### config.mk
export PLATFORM = sky130hd
export DESIGN_NAME = seq_mag_comparator_flat
export DESIGN_NICKNAME = d
export VERILOG_FILES = /design/src/rtl/seq_mag_comparator_if.sv /design/src/rtl/seq_mag_comparator.sv /design/src/flat_wrapper.sv
export SDC_FILE = /design/constraint.sdc
export NUM_CORES = 1
export LEC_CHECK = 0
export BUFFER_PORTS_ARGS = -buffer_cell sky130_fd_sc_hd__clkbuf_2
export CELL_PAD_IN_SITES_DETAIL_PLACEMENT = 1
export CELL_PAD_IN_SITES_GLOBAL_PLACEMENT = 2
export CORE_MARGIN = 2
export CORE_UTILIZATION = 32
export CTS_BUF_LIST = sky130_fd_sc_hd__clkbuf_4
export CTS_CLUSTER_SIZE = 8
export DETAILED_ROUTE_END_ITERATION = 16
export PLACE_DENSITY_LB_ADDON = 0.25
export SYNTH_ARGS = -nofsm -noshare
export SYNTH_HDL_FRONTEND = slang
export SYNTH_SLANG_ARGS = --single-unit
### constraint.sdc
create_clock -name clk -period 2.45 [get_ports clk]
set_input_delay 0.245 -clock clk [delete_from_list [all_inputs] [get_ports clk]]
set_output_delay 0.245 -clock clk [all_outputs]
set_load 0.02 [all_outputs]
### src/rtl/seq_mag_comparator_if.sv
// Operand/result bundle for the sequential magnitude comparator.
// The master drives the request (start, a, b, signed_mode) and observes the
// status and result flags; the comparator sits on the slave side.
interface seq_mag_comparator_if #(
    parameter int WIDTH = 16
);
    logic             start;
    logic [WIDTH-1:0] a;
    logic [WIDTH-1:0] b;
    logic             signed_mode;
    logic             busy;
    logic             done;
    logic             eq;
    logic             gt;
    logic             lt;

    modport master (
        output start, a, b, signed_mode,
        input  busy, done, eq, gt, lt
    );

    modport slave (
        input  start, a, b, signed_mode,
        output busy, done, eq, gt, lt
    );
endinterface

### src/rtl/seq_mag_comparator.sv
// Sequential magnitude comparator: walks the latched operands one CHUNK at a
// time from the most significant chunk down, stopping at the first chunk that
// differs. In signed mode only the top chunk needs special handling: if the
// sign bits differ the non-negative operand wins, otherwise plain unsigned
// ordering of the chunks gives the two's-complement answer.
module seq_mag_comparator #(
    parameter int WIDTH = 16,
    parameter int CHUNK = 4
) (
    input  logic                 clk,
    input  logic                 rst_n,
    seq_mag_comparator_if.slave  bus
);
    localparam int N     = WIDTH / CHUNK;
    localparam int IDX_W = (N > 1) ? $clog2(N) : 1;
    localparam logic [IDX_W-1:0] IDX_TOP = IDX_W'(N - 1);

    typedef enum logic [1:0] {IDLE, COMPARE, DONE} state_t;

    typedef struct packed {
        logic [WIDTH-1:0] a;
        logic [WIDTH-1:0] b;
        logic             sm;
    } req_t;

    state_t           state, state_d;
    req_t             req_q;
    logic [IDX_W-1:0] idx;
    logic             eq_q, gt_q, lt_q;

    logic             load, dec, upd;
    logic [WIDTH-1:0] a_sh, b_sh;
    logic [CHUNK-1:0] a_c, b_c;
    logic             chunk_eq, a_gt;

    // Select the current chunk and decide its ordering.
    always_comb begin
        a_sh     = req_q.a >> (int'(idx) * CHUNK);
        b_sh     = req_q.b >> (int'(idx) * CHUNK);
        a_c      = a_sh[CHUNK-1:0];
        b_c      = b_sh[CHUNK-1:0];
        chunk_eq = (a_c == b_c);
        if (req_q.sm && (idx == IDX_TOP) && (a_c[CHUNK-1] != b_c[CHUNK-1]))
            a_gt = ~a_c[CHUNK-1];
        else
            a_gt = (a_c > b_c);
    end

    // State register.
    always_ff @(posedge clk) begin
        if (!rst_n) state <= IDLE;
        else        state <= state_d;
    end

    // Next-state and datapath control.
    always_comb begin
        state_d = state;
        load    = 1'b0;
        dec     = 1'b0;
        upd     = 1'b0;
        case (state)
            IDLE: begin
                if (bus.start) begin
                    load    = 1'b1;
                    state_d = COMPARE;
                end
            end
            COMPARE: begin
                if (!chunk_eq || idx == '0) begin
                    upd     = 1'b1;
                    state_d = DONE;
                end else begin
                    dec = 1'b1;
                end
            end
            DONE:    state_d = IDLE;
            default: state_d = IDLE;
        endcase
    end

    // Operand latch, chunk index and result flags; flags only move on
    // COMPARE->DONE so they hold between operations.
    always_ff @(posedge clk) begin
        if (!rst_n) begin
            req_q <= '0;
            idx   <= '0;
            eq_q  <= 1'b0;
            gt_q  <= 1'b0;
            lt_q  <= 1'b0;
        end else begin
            if (load) begin
                req_q <= '{a: bus.a, b: bus.b, sm: bus.signed_mode};
                idx   <= IDX_TOP;
            end else if (dec) begin
                idx <= idx - 1'b1;
            end
            if (upd) begin
                eq_q <= chunk_eq;
                gt_q <= ~chunk_eq & a_gt;
                lt_q <= ~chunk_eq & ~a_gt;
            end
        end
    end

    assign bus.busy = (state == COMPARE);
    assign bus.done = (state == DONE);
    assign bus.eq   = eq_q;
    assign bus.gt   = gt_q;
    assign bus.lt   = lt_q;
endmodule

### src/flat_wrapper.sv
// flat-port wrapper written by rule: the top's interface ports become plain ports
module seq_mag_comparator_flat 
#(
    parameter int WIDTH = 16,
    parameter int CHUNK = 4
)
  (clk, rst_n, bus_start, bus_a, bus_b, bus_signed_mode, bus_busy, bus_done, bus_eq, bus_gt, bus_lt);
  seq_mag_comparator_if #(.WIDTH(WIDTH)) bus_i ();
  input  logic clk;
  input  logic rst_n;
  input wire logic [$bits(bus_i.start)-1:0] bus_start;
  input wire logic [$bits(bus_i.a)-1:0] bus_a;
  input wire logic [$bits(bus_i.b)-1:0] bus_b;
  input wire logic [$bits(bus_i.signed_mode)-1:0] bus_signed_mode;
  output wire logic [$bits(bus_i.busy)-1:0] bus_busy;
  output wire logic [$bits(bus_i.done)-1:0] bus_done;
  output wire logic [$bits(bus_i.eq)-1:0] bus_eq;
  output wire logic [$bits(bus_i.gt)-1:0] bus_gt;
  output wire logic [$bits(bus_i.lt)-1:0] bus_lt;
  assign bus_i.start = bus_start;
  assign bus_i.a = bus_a;
  assign bus_i.b = bus_b;
  assign bus_i.signed_mode = bus_signed_mode;
  assign bus_busy = bus_i.busy;
  assign bus_done = bus_i.done;
  assign bus_eq = bus_i.eq;
  assign bus_gt = bus_i.gt;
  assign bus_lt = bus_i.lt;
  seq_mag_comparator #(.WIDTH(WIDTH), .CHUNK(CHUNK)) u_core (.clk(clk), .rst_n(rst_n), .bus(bus_i));
endmodule
After elaboration in Yosys (flattened, before gate mapping)
Index checks and enable logic that the tools add are counted.
{"block": "totals", "out_inout_bits": 5, "input_bits": 36, "reg_bits": 40, "elab_cells": 44}
{"block": "op_classes", "n_addsub": 1, "n_bitwise": 5, "n_lt_le_gt_ge": 1, "shift": 2, "reduce_logical": 8, "muxes": 12, "eq_ne": 7}
{"operator": "right shift 16 x 4 -> 4 bit", "n": 2}
{"operator": "2-to-1 mux 2 bit", "n": 4}
{"operator": "2-to-1 mux 1 bit", "n": 7}
{"operator": "equality test 2 bit, second input constant", "n": 2}
{"operator": "equality test 4 bit", "n": 1}
{"operator": "greater-than comparator 4 bit", "n": 1}
{"operator": "zero test 2 bit", "n": 2}
{"operator": "one-hot mux 2 bit (2 select lines)", "n": 1}
{"operator": "NOT 1 bit", "n": 3}
{"operator": "bitwise AND 1 bit", "n": 2}
{"operator": "equality test 2 x 1 -> 1 bit, second input constant", "n": 1}
{"operator": "logical AND 1 bit", "n": 2}
{"operator": "inequality test 2 x 1 -> 1 bit, second input constant", "n": 1}
{"operator": "inequality test 2 bit, second input constant", "n": 1}
{"operator": "AND reduction 2 bit", "n": 1}
{"operator": "nonzero test 2 bit", "n": 1}
{"operator": "subtractor 2 x 1 -> 2 bit, second input constant", "n": 1}
{"operator": "zero test 1 bit", "n": 1}
{"operator": "logical OR 1 bit", "n": 1}
{"operator": "inequality test 1 bit", "n": 1}

Longest topological paths before layout
Gate-level depths: netlist of run 1.
{"block": "depth", "depth_word": 8, "mapped_depth": 8, "mapped_depth_nobuf": 7}

Least setup slack after synthesis of run 1
Ideal clock, no wire load.
{"block": "synth_path", "path_kind": "reg2reg", "from": "register u_core.idx[0]", "to": "register u_core.idx[1]", "slack_ns": 0.197, "n_path_buf": 1, "synth_period_minus_slack_ns": 2.253, "required_ns": 2.359, "path_stages_with_launch": 8, "arrival_time_ns": 2.162, "setup_time_ns": 0.091, "path_cell_list": "dfxtp_1 -> buf_2 -> mux4_1 -> ha_1 -> nand4_1 -> nor3b_2 -> nor3_1 -> a311oi_1"}
{"block": "synth_via", "elab_chain_len": 7, "elab_cells_between_ends": 12, "classes_between": "add/sub: 1; eq/ne: 1; shift: 2; mux: 4; reduce/logical: 4"}
{"element": "start: declaration", "line_no": "seq_mag_comparator.sv:28", "rtl": "logic [IDX_W-1:0] idx;"}
{"element": "start signal: assignment", "line_no": "seq_mag_comparator.sv:95", "rtl": "idx <= idx - 1'b1;"}
{"element": "right shift 16 x 4 -> 4 bit (on tied branches)", "line_no": "seq_mag_comparator.sv:38, seq_mag_comparator.sv:39"}
{"element": "equality test 4 bit", "line_no": "seq_mag_comparator.sv:42", "rtl": "chunk_eq = (a_c == b_c);"}
{"element": "zero test 1 bit", "line_no": "seq_mag_comparator.sv:69", "rtl": "if (!chunk_eq || idx == '0) begin"}
{"element": "logical OR 1 bit", "line_no": "seq_mag_comparator.sv:69"}
{"element": "2-to-1 mux 1 bit", "line_no": "seq_mag_comparator.sv:69"}
{"element": "2-to-1 mux 1 bit", "line_no": "seq_mag_comparator.sv:61", "rtl": "case (state)"}
{"element": "nonzero test 2 bit (no source line)"}
Several ways; a longest one is shown, not always the timed one. The select of a mux whose other input is x is not followed.
A chain may end at the register's enable or synchronous reset.

Final worst setup path of run 1
{"block": "layout_path", "from": "register u_core.idx[0]", "to": "register u_core.gt_q, in the netlist u_core.bus.gt"}
{"block": "layout_via", "elab_chain_len": 6, "elab_cells_between_ends": 17, "classes_between": "order compare: 1; eq/ne: 3; shift: 2; mux: 3; bitwise: 3; reduce/logical: 5"}
{"element": "branches (longest 6 deep; another with greater-than comparator 4 bit)"}
{"element": "end signal: assignment", "line_no": "seq_mag_comparator.sv:99", "rtl": "gt_q <= ~chunk_eq & a_gt;"}
{"element": "end: declaration", "line_no": "seq_mag_comparator.sv:29", "rtl": "logic eq_q, gt_q, lt_q;"}
Several ways; the timed one is not identified.

==> impl_metrics.env, run 1 <==
export IMPL_synth_area_um2=1760
export IMPL_min_path_cells=3
export IMPL_grt_util_all_layers_pct=14.6
export IMPL_port_buffers=40
export IMPL_root_buffer="clkbuf_4"
export IMPL_vias_per_cell=4.79
export IMPL_switching_power_uw=439
export IMPL_grt_max_degree=38
export IMPL_fmax_ghz=0.433
export IMPL_finalHoldViolations=0
export IMPL_pwr_share_clk_pct=32.8
export IMPL_synth_fa_ha_area_share_pct=4.26
export IMPL_cts_buffers=5
export IMPL_synth_top_area_cell="dfxtp_1"
export IMPL_finalCritPeriodShare_pct=94.3
export IMPL_gp_congestion=0.795
export IMPL_placed_cells=306
export IMPL_clock_path_buffers=2
export IMPL_synthToLayoutAreaGrowth_pct=21.6
export IMPL_synth_compound_area_share_pct=14.2
export IMPL_r2r_setup_slack_ps=140
export IMPL_synth_top_family_by_area="simple AND/OR/NAND/NOR gates"
export IMPL_mostFrequentLayoutCells="69 x nand2_1, 40 x clkbuf_2, 39 x dfxtp_1"
export IMPL_die_width_um=78.3
export IMPL_r2r_cells=9
export IMPL_grt_overflow_total=0
export IMPL_period_needed_ps=2310
export IMPL_busiest_layer="met2"
export IMPL_ys_seq_area_share_pct=45.4
export IMPL_synth_mux_area_share_pct=11.7
export IMPL_antenna_cells=0
export IMPL_met2_usage_pct=23.3
export IMPL_yosysWarnings=0
export IMPL_core_area_um2=5410
export IMPL_hold_start="bus_a[5]"
export IMPL_slew_viol_final=0
export IMPL_pre_cts_ws_ps=70.5
export IMPL_relSlewSlack_pct=56.1
export IMPL_ys_flop_type="dfxtp_1"
export IMPL_cts_clk_slew_worst_paths_ps=120
export IMPL_async_reset_ff_share_pct=0
export IMPL_synth_xor_area_share_pct=0
export IMPL_ant_nets=0
export IMPL_fin_nets=283
export IMPL_synthCells=201
export IMPL_drive_gt1_share_pct=24.1
export IMPL_setup_ws_ps=139
export IMPL_synth_top_cell_area_share_pct=45.4
export IMPL_skew_ps=7.34
export IMPL_clkLatencyLatePin_ps=350
export IMPL_p_comb_share_pct=21.3
export IMPL_cts_tree="done"
export IMPL_fin_setup_tns_ps=0
export IMPL_r2r_end="u_core.bus.gt$_SDFFE_PN0P_"
export IMPL_power_density_nw_per_um2=751
export IMPL_hold_path_endpoint="u_core.req_q[22]$_SDFFE_PN0P_"
export IMPL_rsz0062_at_grt="false"
export IMPL_postSynthAreaPerCell_um2=8.78
export IMPL_ir_worst_vdd_mv=0.231
export IMPL_grt_pass1_vias=1490
export IMPL_hpwlAfterDp_um=2920
export IMPL_synth_nets=243
export IMPL_worstMarginPinSlew_ps=657
export IMPL_ios=41
export IMPL_num_vias=1498
export IMPL_cts_htree_levels=2
export IMPL_drc=0
export IMPL_criticalPathCategory="flip-flop to flip-flop"
export IMPL_seqCellArea_um2=802
export IMPL_critical_path_max_fanout=7
export IMPL_initial_core_util_pct=32.6
export IMPL_cp_arrival_ps=2560
export IMPL_synth_cell_type_count=28
export IMPL_setup_viol=0
export IMPL_clock_sinks=40
export IMPL_yosys_top_cells_area="dfxtp_1 45%, nand2_1 15%, mux4_1 10%"
export IMPL_grt_use_met1_pct=18.9
export IMPL_die_area_um2=6120
export IMPL_critPathLaunchType="flip-flop"
export IMPL_status="finished, final reports clean"
export IMPL_multi_input_area_um2=883
export IMPL_die_h_um=78.3
export IMPL_wl_per_cell_um=13.0
export IMPL_synth_edf_count=0
export IMPL_totalWireLength_um=4080
export IMPL_grt_use_met3_pct=3.10
export IMPL_drtPass1Iterations=4
export IMPL_swShare_pct=27.2
export IMPL_fill_cells=694
export IMPL_r2r_start="u_core.idx[0]$_SDFFE_PN0P_"
export IMPL_grt_pass1_wl_um=6910
export IMPL_synth_seq_cells=40
export IMPL_maxCapViolCount=0
export IMPL_drtIter0Drc=53
export IMPL_p_leak_uw=0.000925
export IMPL_instances_no_fill=313
export IMPL_antenna_found_initial=0
export IMPL_seqPwrFrac_pct=45.9
export IMPL_hold_class="primary input to flip-flop"
export IMPL_cp_required_ps=2700
export IMPL_rows=27
export IMPL_p_int_uw=1170
export IMPL_synth_simple_area_share_pct=19.6
export IMPL_layout_commonest_cell="nand2_1"
export IMPL_end_kind="flip-flop"
[critical path, stage by stage (launching register included)]
cell and delay, ps:
dfxtp_2 430, buf_4 190, mux4_1 550, inv_1 70, ha_1 230, nand4_1 160
buf_4 160, o21a_1 150, nor2_1 70, a41o_1 200
[logic make-up after synthesis]
kind of cell             after synthesis
AND/OR/NAND/NOR                       84
AO/OA/AOI/OAI                         43
flip-flops                            40
buffers and inverters                 20
multiplexers                           8
adder cells (fa/ha/maj)                6
[power by group through the flow]
stage	Sequential [uW]	Combinational, uW	Clock [uW]
detailed placement	755	339	0
global placement	754	333	0
floorplan	747	232	0
global route	749	384	573
CTS	741	341	545
finish	740	343	528
[worst max-delay path by stage]
stage | endpoint | cells past startpoint | from
3_3_place_gp | u_core.idx[1]$_SDFFE_PN0P_ | 8 | u_core.idx[0]$_SDFFE_PN0P_
3_5_place_dp | u_core.idx[1]$_SDFFE_PN0P_ | 8 | u_core.idx[0]$_SDFFE_PN0P_
4_1_cts | u_core.idx[1]$_SDFFE_PN0P_ | 8 | u_core.idx[0]$_SDFFE_PN0P_
2_1_floorplan | u_core.idx[1]$_SDFFE_PN0P_ | 7 | u_core.idx[0]$_SDFFE_PN0P_
5_1_grt | u_core.idx[1]$_SDFFE_PN0P_ | 8 | u_core.idx[0]$_SDFFE_PN0P_
6_report | u_core.bus.gt$_SDFFE_PN0P_ | 9 | u_core.idx[0]$_SDFFE_PN0P_
[registers in the layout, indices dropped and copies added (netlist names)]
name,cells
u_core.req_q,33
u_core.idx,2
u_core.bus.gt,1
u_core.state,2
u_core.bus.eq,1
u_core.bus.lt,1
[Yosys cell counts, types with 2 or more instances]
master,number
nor2b_1,4
dfxtp_1,40
and2_1,2
a211oi_1,2
nand2_1,69
mux4_1,7
buf_2,2
ha_1,6
nor3_1,2
inv_1,6
clkbuf_1,8
nor2_1,4
a21oi_1,34
[cell type report]
| type | count | share of cell area [%] |
|---|---|---|
| inverter | 7 | 1.23 |
| tap | 72 | 4.20 |
| clock inverter | 2 | 2.80 |
| sequential | 40 | 37.4 |
| clock buffer | 5 | 1.75 |
| timing repair buffer | 46 | 11.4 |
| multi-input combinational | 141 | 41.2 |
[repair_timing]
action	4_1_cts	5_1_grt
resized for setup	0	2
buffers inserted	0	0
endpoints found under the setup margin	0	3
hold buffers	0	0
[per-layer routing]
metal  share of wire (%)  wire length (um)  vias to the layer above
met2                  46              1890                       30
met1                  48              1940                      700
met4                 1.8                74                        0
met5                   0                 0                        -
met3                 4.2               170                        7
li1                    -                 -                      761
[through the flow]
step,util [%],hold WS (ps),cell area (um2),total power (uW)
after detailed placement,37.7,444,2040,1090
after global routing,39.7,82.6,2140,1710
final,39.7,94.1,2140,1610
after CTS,39.5,76.1,2140,1630
after global placement,37.7,439,2040,1090
after floorplan,-,367,1760,979
Power figures use the tool's default switching activity.
==> inputs of run 2 (changes only) <==
Settings changed: BUFFER_PORTS_ARGS -buffer_cell sky130_fd_sc_hd__clkbuf_2 to unset, CORE_UTILIZATION 32 to 38, DONT_BUFFER_PORTS set to 1.
==> run 2 against run 1 <==
Maximum frequency increased by 4.2%. Power down 7.8%. Worst hold slack worse by 72 ps. Worst setup slack gained 94 ps. Critical path type unchanged. Critical path depth shrank 3. Register-to-register slack improved by 90 ps. Routed wire length fell by 4.9%.
==> impl_metrics.env, run 2 (synthesized netlist as in run 1, its figures left out) <==
export IMPL_status="finished, final reports clean"
export IMPL_fin_area_um2=1920
export IMPL_placed_cells=247
export IMPL_antenna_found_initial=0
export IMPL_r2r_cells=6
export IMPL_post_dp_cell_area_um2=1820
export IMPL_pwr_share_clk_pct=29.3
export IMPL_seqPwrFrac_pct=50.7
export IMPL_p_leak_uw=0.000763
export IMPL_fill_cells=533
export IMPL_fin_nets=245
export IMPL_ir_worst_vdd_mv=0.374
export IMPL_initial_core_util_pct=40.0
export IMPL_power_density_nw_per_um2=773
export IMPL_min_path_cells=2
export IMPL_cp_required_ps=2710
export IMPL_instances_no_fill=256
export IMPL_finalPower_uw=1490
export IMPL_synthToLayoutAreaGrowth_pct=8.87
export IMPL_grt_max_degree=38
export IMPL_hpwlAfterDp_um=2860
export IMPL_grt_pass1_vias=1415
export IMPL_ios=41
export IMPL_port_buffers=0
export IMPL_cts_clk_slew_worst_paths_ps=120
export IMPL_p_comb_share_pct=20.1
export IMPL_top_register="u_core.req_q"
export IMPL_hold_slack_ps=21.8
export IMPL_criticalPathCategory="flip-flop to flip-flop"
export IMPL_layout_commonest_cell="nand2_1"
export IMPL_fmax_ghz=0.451
export IMPL_num_vias=1367
export IMPL_maxCapViolCount=0
export IMPL_cts_hold_buf=0
export IMPL_wl_met3_um=191
export IMPL_critical_path_max_fanout=8
export IMPL_drive_gt1_share_pct=10.8
export IMPL_root_buffer="clkbuf_4"
export IMPL_m1WireLength_um=1820
export IMPL_die_area_um2=5200
export IMPL_skew_ps=5.22
export IMPL_grt_pass1_wl_um=6630
export IMPL_drtIter0Drc=54
export IMPL_path_cells="mux4_1 > ha_1 > nand4_1 > nor3b_4 > nor3_1 > a311oi_1"
export IMPL_rows=24
export IMPL_cp_arrival_ps=2470
export IMPL_worstMarginPinSlew_ps=648
export IMPL_swShare_pct=28.3
export IMPL_dr_wl_met2_um=1820
export IMPL_clock_path_buffers=2
export IMPL_top_layer="met4"
export IMPL_largest_register_ffs=33
export IMPL_cp_slowest_cell="mux4_1"
export IMPL_finalCritPeriodShare_pct=90.5
export IMPL_switching_power_uw=421
export IMPL_drc=0
export IMPL_hold_class="primary input to flip-flop"
export IMPL_antenna_cells=0
export IMPL_critPathLaunchType="flip-flop"
export IMPL_die_width_um=72.1
export IMPL_mostFrequentLayoutCells="69 x nand2_1, 38 x dfxtp_1, 34 x a21oi_1"
export IMPL_reg_top3="u_core.req_q (33), u_core.idx (2), u_core.state (2)"
export IMPL_cts_buffers=5
export IMPL_wl_per_cell_um=15.2
export IMPL_drtPass1Iterations=4
export IMPL_end_kind="flip-flop"
export IMPL_grt_overflow_total=0
export IMPL_critPathMaxStageDelay_ps=600
export IMPL_cts_tree="done"
export IMPL_p_int_uw=1060
export IMPL_vias_per_cell=5.34
export IMPL_ant_nets=0
export IMPL_clkLatencyLatePin_ps=340
export IMPL_totalWireLength_um=3880
export IMPL_die_h_um=72.1
export IMPL_gp_congestion=0.888
export IMPL_grt_util_all_layers_pct=16.5
export IMPL_finalHoldViolations=0
export IMPL_slew_viol_final=0
export IMPL_period_needed_ps=2220
export IMPL_relSlewSlack_pct=56.8
export IMPL_post_route_util_pct=43.5
export IMPL_rsz0062_at_grt="false"
export IMPL_clock_sinks=40
export IMPL_core_area_um2=4410
export IMPL_cts_htree_levels=2
export IMPL_setup_viol=0
==> run 2: critical path: cells and delay by family (launching register included) <==
kind            cells  cell delay [ps]
mux                 1              600
simple gates        3              540
flops               1              430
fa+ha+maj           1              320
compound gates      1              230
==> run 2: what timing repair did <==
item                                    4_1_cts  5_1_grt
pin swaps                                     0        1
buffers inserted                              0        1
gates resized for setup                       1        3
endpoints found under the setup margin        2        2
==> run 2: worst paths after layout <==
| path | start | endpoint | slack, ps |
|---|---|---|---|
| worst max-delay path | u_core.idx[0]$_SDFFE_PN0P_ | u_core.idx[1]$_SDFFE_PN0P_ | 230 |
| worst min-delay path | bus_b[5] | u_core.req_q[6]$_SDFFE_PN0P_ | 20 |
| worst min register to register | u_core.req_q[30]$_SDFFE_PN0P_ | u_core.req_q[30]$_SDFFE_PN0P_ | 460 |
| worst max register to register | u_core.idx[0]$_SDFFE_PN0P_ | u_core.idx[1]$_SDFFE_PN0P_ | 230 |
==> run 2: per-layer routing <==
| metal | vias up | global-route usage [%] |
|---|---|---|
| met4 | 0 | 6.29 |
| met5 | - | 0 |
| met1 | 645 | 21.4 |
| li1 | 689 | - |
| met3 | 5 | 4.31 |
| met2 | 28 | 26.6 |
==> run 2: layout make-up <==
cell class | count | area [um2] | share of cell area (%)
inverter | 7 | 26.3 | 1.37
sequential | 40 | 806 | 42.0
multi-input combinational | 141 | 883 | 46.0
tap | 52 | 65.1 | 3.39
clock inverter | 2 | 35.0 | 1.82
timing repair buffer | 8 | 60.1 | 3.13
clock buffer | 6 | 45.0 | 2.35
==> run 2: power groups by stage <==
stage	Combinational (uW)	Sequential [uW]	Clock [uW]
3_3_place_gp	277	767	0
5_1_grt	340	761	476
6_report	298	753	434
4_1_cts	295	753	449
3_5_place_dp	293	767	0
2_1_floorplan	232	747	0
==> run 2: stage by stage <==
stage	worst slack, ps	setup TNS, ps
floorplan	197	0
global placement	182	0
detailed placement	-1.41	-1.41
CTS	104	0
global route	19.6	0
finish	233	0
==> inputs of run 3 (changes only) <==
Settings changed: ABC_AREA set to 1, CORE_UTILIZATION 38 to 36.
==> run 3 against run 2 <==
Clock power grew 3%. Routed wire length grew 15%. Cell count grew 25%. Combinational power is 17% higher. Power is 5.2% higher. Core utilization is 4.7 points lower. Maximum frequency rose by 1.1%. Global-route usage decreased by 0.36 points. Synthesized area is 5.6% higher. Largest cell class unchanged. Largest power group unchanged.
==> impl_metrics.env, run 3 <==
export IMPL_cts_htree_levels=2
export IMPL_grt_max_degree=38
export IMPL_skew_ps=6.10
export IMPL_grt_pass1_vias=1585
export IMPL_synth_seq_cells=40
export IMPL_synthToLayoutAreaGrowth_pct=5.17
export IMPL_synth_area_um2=1860
export IMPL_antenna_cells=0
export IMPL_drive_gt1_share_pct=10.4
export IMPL_die_width_um=75.9
export IMPL_cts_clk_slew_worst_paths_ps=120
export IMPL_cts_buffers=5
export IMPL_finalPower_uw=1560
export IMPL_drtIter0Drc=62
export IMPL_cp_slowest_cell="dfxtp_1"
export IMPL_p_leak_uw=0.000816
export IMPL_swShare_pct=31.5
export IMPL_cp_arrival_ps=2450
export IMPL_largest_register_ffs=33
export IMPL_ir_worst_vdd_mv=0.321
export IMPL_cp_required_ps=2710
export IMPL_grt_util_all_layers_pct=16.2
export IMPL_hold_class="primary input to flip-flop"
export IMPL_criticalPathCategory="flip-flop to flip-flop"
export IMPL_ys_seq_area_share_pct=43.0
export IMPL_reg_top3="u_core.req_q (33), u_core.idx (2), u_core.state (2)"
export IMPL_hold_slack_ps=19.1
export IMPL_relSlewSlack_pct=73.6
export IMPL_core_area_um2=5040
export IMPL_initial_core_util_pct=36.9
export IMPL_setup_viol=0
export IMPL_end_kind="flip-flop"
export IMPL_seqPwrFrac_pct=49.0
export IMPL_period_needed_ps=2190
export IMPL_critPathMaxStageDelay_ps=550
export IMPL_r2r_setup_slack_ps=260
export IMPL_clkLatencyLatePin_ps=350
export IMPL_drc=0
export IMPL_vias_per_cell=4.94
export IMPL_r2r_cells=11
export IMPL_synth_top_area_cell="dfxtp_1"
export IMPL_cts_resized=0
export IMPL_num_vias=1585
export IMPL_synth_top_cell_area_share_pct=43.0
export IMPL_port_buffers=0
export IMPL_ant_nets=0
export IMPL_clock_sinks=40
export IMPL_rows=26
export IMPL_fin_setup_tns_ps=0
export IMPL_wl_per_cell_um=13.9
export IMPL_totalWireLength_um=4470
export IMPL_antenna_found_initial=0
export IMPL_synthCells=253
export IMPL_grt_overflow_total=0
export IMPL_die_h_um=75.9
export IMPL_yosysMostFrequentCell="nor2_1"
export IMPL_ys_flop_type="dfxtp_1"
export IMPL_root_buffer="clkbuf_4"
export IMPL_mostFrequentLayoutCells="79 x nor2_1, 40 x dfxtp_1, 35 x o21ai_0"
export IMPL_synth_nets=295
export IMPL_pwr_share_clk_pct=28.6
export IMPL_gp_congestion=0.825
export IMPL_yosysWarnings=0
export IMPL_finalHoldViolations=0
export IMPL_p_int_uw=1070
export IMPL_grt_pass1_wl_um=7390
export IMPL_status="finished, final reports clean"
export IMPL_drtPass1Iterations=4
export IMPL_synth_commonest_cells="79 x nor2_1, 40 x dfxtp_1, 35 x o21ai_0"
export IMPL_p_comb_share_pct=22.4
export IMPL_async_reset_ff_share_pct=0
export IMPL_critical_path_max_fanout=11
export IMPL_die_area_um2=5770
export IMPL_cts_hold_buf=1
export IMPL_critPathLaunchType="flip-flop"
export IMPL_worstMarginPinSlew_ps=396
export IMPL_switching_power_uw=492
export IMPL_yosys_top_cells_area="dfxtp_1 43%, nor2_1 16%, o21ai_0 9.4%"
export IMPL_finalCritPeriodShare_pct=89.5
export IMPL_power_density_nw_per_um2=797
export IMPL_post_cts_buffers=0
export IMPL_path_cells="buf_4 > a21oi_1 > a32o_1 > ha_1 > nand2_2 > nor2_4 > nand3_2 > nand2_1 > nor2_1 > o21ai_1 > inv_1"
export IMPL_maxCapViolCount=0
export IMPL_ios=41
export IMPL_top_register="u_core.req_q"
export IMPL_synth_cell_type_count=24
export IMPL_postSynthAreaPerCell_um2=7.36
export IMPL_hpwlAfterDp_um=3210
export IMPL_min_path_cells=2
export IMPL_rsz0062_at_grt="false"
export IMPL_cts_tree="done"
export IMPL_layout_commonest_cell="nor2_1"
export IMPL_fmax_ghz=0.456
export IMPL_fin_nets=292
export IMPL_clock_path_buffers=2
export IMPL_fill_cells=650
export IMPL_slew_viol_final=0
export IMPL_synth_edf_count=0
==> run 3: final cells by class <==
class	instances	area [um2]	area share, %
clock buffer	6	45.0	2.30
clock inverter	2	35.0	1.79
inverter	13	53.8	2.75
multi-input combinational	187	912	46.6
sequential	40	801	40.9
tap	70	87.6	4.47
timing repair buffer	3	25.0	1.28
==> run 3: metrics by stage <==
step                      util [%]  area [um2]  setup WS, ps  std cells
after CTS                     38.9        1960           260        321
after global routing          38.9        1960          58.9        321
after floorplan                  -        1860           557        253
after detailed placement      37.1        1870           296        312
final                         38.9        1960           257        321
after global placement        37.1        1870           353        312
==> run 3: path summary, 6_finish.rpt <==
check,startpoint,end
setup / recovery,u_core.idx[0]$_SDFFE_PN0P_,u_core.idx[0]$_SDFFE_PN0P_
setup reg to reg,u_core.idx[0]$_SDFFE_PN0P_,u_core.idx[0]$_SDFFE_PN0P_
hold / removal,rst_n,u_core.req_q[24]$_SDFFE_PN0P_
hold reg to reg,u_core.req_q[5]$_SDFFE_PN0P_,u_core.req_q[5]$_SDFFE_PN0P_
==> run 3: cells by family after synthesis <==
| kind of cell | count (synthesis) | synth area share, % |
|---|---|---|
| AOI/OAI and AO/OA | 57 | 16.8 |
| adders and majority gates | 6 | 4.03 |
| buffers and inverters | 26 | 8.06 |
| DFF | 40 | 43.0 |
| and+or+nand+nor | 124 | 28.1 |
==> run 3: power by group through the flow <==
stage / registers [uW] / clock network [uW] / logic (uW)
2_1_floorplan: 764 / 0 / 308
3_3_place_gp: 781 / 0 / 343
3_5_place_dp: 781 / 0 / 350
4_1_cts: 767 / 460 / 357
5_1_grt: 773 / 486 / 411
6_report: 765 / 447 / 350
==> run 3: worst max-delay path: cells and delay by family, from the launching register on <==
| family | cells | cell delay (ps) |
|---|---|---|
| DFF | 1 | 550 |
| and+or+nand+nor | 5 | 480 |
| AOI/OAI and AO/OA | 3 | 450 |
| adders and majority gates | 1 | 330 |
| buffers and inverters | 2 | 300 |
==> run 3: per-layer routing <==
metal,part of all wire (%),wire length (um),track usage [%],vias up
li1,-,-,-,819
met1,48,2130,19.1,729
met2,47,2120,28.8,30
met3,3.7,165,4.17,7
met4,1.2,55,4.91,0
met5,0,0,0,-
